[config.mk]
export PLATFORM = sky130hd
export DESIGN_NAME = avalon_ram_arbiter
export DESIGN_NICKNAME = d
export VERILOG_FILES = /design/src/rtl/avalon_ram_arbiter_pkg.sv /design/src/rtl/avalon_ram_arbiter_arb_priority_rr.sv /design/src/rtl/avalon_ram_arbiter.sv
export SDC_FILE = /design/constraint.sdc
export NUM_CORES = 1
export LEC_CHECK = 0
export CORE_AREA = 2 2 135 137
export DETAILED_ROUTE_END_ITERATION = 7
export DIE_AREA = 0 0 137 139
export GPL_TIMING_DRIVEN = 0
export PLACE_DENSITY = 0.53
export REMOVE_ABC_BUFFERS = 1
export SYNTH_ARGS = -nofsm -noshare
export SYNTH_HDL_FRONTEND = slang
export SYNTH_SLANG_ARGS = --single-unit
[constraint.sdc]
create_clock -name clk -period 2.2 [get_ports clk]
set_clock_uncertainty 0.1 [all_clocks]
set_input_delay 0.55 -clock clk [delete_from_list [all_inputs] [get_ports clk]]
set_output_delay 0.55 -clock clk [all_outputs]
set_load 0.005 [all_outputs]
[src/rtl/avalon_ram_arbiter_pkg.sv]
// Shared definitions for the three-master main-memory arbiter.
package avalon_ram_arbiter_pkg;

  typedef enum logic {
    ST_IDLE  = 1'b0,
    ST_GRANT = 1'b1
  } state_t;

  localparam int NUM_MASTERS = 3;

  localparam logic [1:0] MST_DEBUG = 2'd0;
  localparam logic [1:0] MST_DBUS  = 2'd1;
  localparam logic [1:0] MST_IBUS  = 2'd2;

endpackage

[src/rtl/avalon_ram_arbiter_arb_priority_rr.sv]
// Winner selection: debug has fixed top priority; dbus and ibus alternate
// when they contend, favouring the one not served most recently.
module arb_priority_rr
  import avalon_ram_arbiter_pkg::*;
(
  input  logic [NUM_MASTERS-1:0] req,
  input  logic [1:0]             last_served,
  output logic [1:0]             winner,
  output logic                   valid
);

  // Combinational pick of the winning master index.
  always_comb begin
    winner = MST_DEBUG;
    valid  = |req;
    if (req[MST_DEBUG]) begin
      winner = MST_DEBUG;
    end else if (req[MST_DBUS] && req[MST_IBUS]) begin
      winner = (last_served == MST_DBUS) ? MST_IBUS : MST_DBUS;
    end else if (req[MST_DBUS]) begin
      winner = MST_DBUS;
    end else if (req[MST_IBUS]) begin
      winner = MST_IBUS;
    end
  end

endmodule

[src/rtl/avalon_ram_arbiter.sv]
// Arbitrates the debug, dbus and ibus Avalon masters onto one memory port.
//
// state    | meaning
// ---------+------------------------------------------------------------
// ST_IDLE  | slave port quiet, all masters stalled, arbitration sampled
// ST_GRANT | master g owns the slave port until completion or it drops
module avalon_ram_arbiter
  import avalon_ram_arbiter_pkg::*;
#(
  parameter int AW = 32,
  parameter int DW = 32
) (
  input  logic                          clk,
  input  logic                          rst,
  input  logic [NUM_MASTERS-1:0]        m_read,
  input  logic [NUM_MASTERS-1:0]        m_write,
  input  logic [NUM_MASTERS*AW-1:0]     m_address,
  input  logic [NUM_MASTERS*DW/8-1:0]   m_byte_enable,
  input  logic [NUM_MASTERS*DW-1:0]     m_writedata,
  output logic [DW-1:0]                 m_readdata,
  output logic [NUM_MASTERS-1:0]        m_waitrequest,
  output logic                          s_read,
  output logic                          s_write,
  output logic [AW-1:0]                 s_address,
  output logic [DW/8-1:0]               s_byte_enable,
  output logic [DW-1:0]                 s_writedata,
  input  logic [DW-1:0]                 s_readdata,
  input  logic                          s_waitrequest
);

  state_t     state, state_nxt;
  logic [1:0] g, g_nxt;
  logic [1:0] last_served, last_nxt;

  logic [1:0] arb_winner;
  logic       arb_valid;

  logic            sel_read;
  logic            sel_write;
  logic [AW-1:0]   sel_address;
  logic [DW/8-1:0] sel_byte_enable;
  logic [DW-1:0]   sel_writedata;

  arb_priority_rr u_arb (
    .req         (m_read | m_write),
    .last_served (last_served),
    .winner      (arb_winner),
    .valid       (arb_valid)
  );

  assign m_readdata = s_readdata;

  // Register state, grant owner and round-robin history.
  always_ff @(posedge clk) begin
    if (!rst) begin
      state       <= ST_IDLE;
      g           <= MST_DEBUG;
      last_served <= MST_IBUS;
    end else begin
      state       <= state_nxt;
      g           <= g_nxt;
      last_served <= last_nxt;
    end
  end

  // Select the fields of the master currently holding the grant.
  always_comb begin
    sel_read        = 1'b0;
    sel_write       = 1'b0;
    sel_address     = '0;
    sel_byte_enable = '0;
    sel_writedata   = '0;
    for (int i = 0; i < NUM_MASTERS; i++) begin
      if (g == i[1:0]) begin
        sel_read        = m_read[i];
        sel_write       = m_write[i];
        sel_address     = m_address[i*AW +: AW];
        sel_byte_enable = m_byte_enable[i*(DW/8) +: DW/8];
        sel_writedata   = m_writedata[i*DW +: DW];
      end
    end
  end

  // Next-state and slave/master handshake outputs.
  always_comb begin
    state_nxt     = state;
    g_nxt         = g;
    last_nxt      = last_served;
    s_read        = 1'b0;
    s_write       = 1'b0;
    s_address     = '0;
    s_byte_enable = '0;
    s_writedata   = '0;
    m_waitrequest = '1;
    unique case (state)
      ST_IDLE: begin
        if (arb_valid) begin
          state_nxt = ST_GRANT;
          g_nxt     = arb_winner;
        end
      end
      ST_GRANT: begin
        s_read        = sel_read;
        // A simultaneous read and write from one master is issued as a read.
        s_write       = sel_write & ~sel_read;
        s_address     = sel_address;
        s_byte_enable = sel_byte_enable;
        s_writedata   = sel_writedata;
        for (int i = 0; i < NUM_MASTERS; i++) begin
          if (g == i[1:0]) m_waitrequest[i] = s_waitrequest;
        end
        if (!(sel_read || sel_write)) begin
          state_nxt = ST_IDLE;
        end else if (!s_waitrequest) begin
          state_nxt = ST_IDLE;
          if (g != MST_DEBUG) last_nxt = g;
        end
      end
      default: state_nxt = ST_IDLE;
    endcase
  end

endmodule

==> impl_metrics.json <==
{
  "outcome": "finished with violations",
  "violations": "setup timing",
  "dpl.hpwl_mm": 10.5,
  "worstSetupPathType": "reg -> out",
  "grt_pass1_wl_mm": 23.4,
  "syn_area_um2": 2310,
  "first_pass_iters": 4,
  "wl_per_cell_um": 18.6,
  "cp_top_family": "buffers and inverters",
  "path_buf_inv": 5,
  "cpMostUsedCell": "buf_16",
  "async_flop_share_pct": 0,
  "die_w_um": 137,
  "rsz0062_at_grt": "yes",
  "fin_crit_sh_pct": 105,
  "grt_overflow_total": 0,
  "cts-htree-levels": 1,
  "grt_pass1_vias": 3771,
  "clk_path_buf_depth": 2,
  "yosysSeqAreaShare_pct": 4.34,
  "setup_viol_count_final": 35,
  "core_um2": 17700,
  "ant_nets": 0,
  "period_needed_ps": 2310,
  "synth_cell_types": 28,
  "cts_made_buffers": 3,
  "cp_data_required_time_ps": 1550,
  "cts.clk_slew.worst_paths_ps": 30,
  "place_area_um2": 5090,
  "boundaryPins": 350,
  "netSwitchingFraction_pct": 30.3,
  "layout-drive-gt1-share_pct": 29.7,
  "cp_max_fo": 8,
  "min_path_type": "reg -> reg",
  "slew_viol_final": 0,
  "routed_wl_mm": 16.9,
  "setup.worst_path.start_class": "flop",
  "p_comb_share_pct": 71.4,
  "die_h_um": 139,
  "hold_violations": 0,
  "crit_chain": "buf_16 > nor2b_4 > buf_6 > buf_12 > buf_16 > a2bb2oi_4 > nor3b_2 > buf_2",
  "final_cell_area_um2": 6060,
  "syn_inst": 377,
  "io_buffers": 285,
  "clk_latency_ps": 230,
  "fmaxAchievable_mhz": 432,
  "antenna_found_initial": 0,
  "rows": 49,
  "cp-end-kind": "output pin",
  "clockRootBuffer": "clkbuf_16",
  "pwr-share-seq_pct": 7.2,
  "cell_internal_pwr_uw": 972,
  "synth_edf_count": 0,
  "p_leak_uw": 0.00248,
  "drtIter0Drc": 106,
  "gp_congestion": 0.733,
  "holdWs_ps": 390,
  "layout.nets": 925,
  "slowest_delay_ps": 380,
  "pwr-share-clk_pct": 21.5,
  "drc": 0,
  "arrival_ps": 1660,
  "grt_max_degree": 39,
  "start_util_pct": 13.1,
  "vdd_drop_max_mv": 0.321,
  "synth.top_cell.area_share_pct": 30.4,
  "worstMarginPinSlew_ps": 346,
  "avgSynthCellArea_um2": 6.12,
  "vias_per_cell": 4.13,
  "tns_ps": -1340,
  "cts_sinks": 5,
  "synth-seq-cells": 5,
  "dieArea_um2": 19000,
  "synth_area_leaders": "mux2i_1, nor2_1, a21oi_1, buf_4, buf_6",
  "setup_slack_ps": -114,
  "cellPowerDensity_nw_per_um2": 230,
  "yosysMostFrequentCell": "nor2_1",
  "vias": 3753,
  "cp_slowest_cell": "dfxtp_4",
  "syn_to_final_growth_pct": 162,
  "synth_common_cells": "nor2_1, a21oi_1, mux2i_1",
  "groute.usage.overall_pct": 16.5,
  "yosysTopAreaCell": "mux2i_1",
  "switching_power_uw": 422,
  "cap_violations": 0,
  "diodes": 0,
  "cts_tree": "done",
  "ys.flop_type": "dfxtp_1",
  "max_slew_margin_pct": 76.7,
  "yosys_warnings": 0
}
-- per-stage QoR --
step | total power, µW | setup WS [ps] | cells | utilization, %
4_1_cts | 1370 | -113 | 896 | 33.4
3_3_place_gp | 1010 | -8730 | 828 | 28.4
2_1_floorplan | 387 | -3870 | 314 | -
6_report | 1390 | -114 | 908 | 34.3
3_5_place_dp | 1000 | -1510 | 831 | 28.8
5_1_grt | 1500 | -170 | 908 | 34.3
-- worst reg2reg max path: stages (launching register included) --
cell and delay, ps:
dfxtp_4 380, buf_16 140, nor2b_4 150, buf_6 140, buf_12 110, buf_16 140
a2bb2oi_4 70, buf_4 140, a21o_1 180, a22o_1 170
-- layout by cell type (no fill, tap or decap), drive strengths merged --
cell and instances:
dfxtp 5, dlymetal6s2s 1, buf 142, nor2b 3, a21o 1, clkdlybuf4s15 1, nand3b 1, and2 1
nand2 3, inv 2, o211ai 1, nor3 1, nor3b 1, a22o 1, o21a 1, clkbuf 8
a21oi 71, o21ai 3, nor4 2, nand3 1, or2 1, clkdlybuf4s50 208, mux2i 70, a2bb2oi 2
nor2 139, a21boi 2, or4 1, dlygate4sd2 4, nand2b 2
-- per-layer routing --
layer | wire [µm] | GRT usage [%]
met5 | 88 | 4.23
met2 | 7610 | 26.4
met1 | 6730 | 20.2
met3 | 2380 | 8.85
met4 | 41 | 0.760
-- power groups by stage --
stage | Combinational, µW | Clock, µW | Sequential (µW)
after floorplan | 264 | 0 | 122
after global placement | 878 | 0 | 134
after detailed placement | 886 | 0 | 115
after CTS | 970 | 304 | 99.3
after global routing | 1080 | 318 | 100
final | 994 | 300 | 99.7
-- layout make-up --
type	count	area [µm²]
Tap cell	229	287
Fill cell	1912	11600
Inverter	2	12.5
Sequential cell	5	108
Clock buffer	4	78.8
Timing Repair Buffer	360	3580
Multi-Input combinational cell	308	1990
-- state kept, by name, summed over array words and instances, names as in the netlist --
name and flops:
state 1, g 2, last_served 2
-- final timing paths --
path | slack, ps | depth (start not counted) | end | from
setup / recovery | -110 | 8 | s_write | g[0]$_SDFFE_PN0P_
setup reg to reg | 370 | 9 | last_served[0]$_SDFFE_PN0P_ | g[0]$_SDFFE_PN0P_
hold / removal | 390 | 2 | last_served[1]$_SDFFE_PN1P_ | last_served[1]$_SDFFE_PN1P_
hold reg to reg | 390 | 2 | last_served[1]$_SDFFE_PN1P_ | last_served[1]$_SDFFE_PN1P_
-- repair_timing --
| action | CTS | global route |
|---|---|---|
| pin swaps | 17 | 42 |
| gates cloned | 11 | 1 |
| buffers inserted | 52 | 18 |
| resized for setup | 349 | 52 |
| setup endpoints to repair | 76 | 70 |
| endpoints found under the hold margin | 0 | 0 |
| hold buffers | 0 | 0 |
-- kinds of logic (layout without fill, tap and decap cells) --
group / Yosys count / after routing / synth area share (%)
buf+inv: 65 / 366 / 19.3
flops: 5 / 5 / 4.34
simple gates: 155 / 156 / 26.7
compound gates: 82 / 82 / 19.3
mux: 70 / 70 / 30.4
Note: power is estimated with default switching activity, not from simulation.
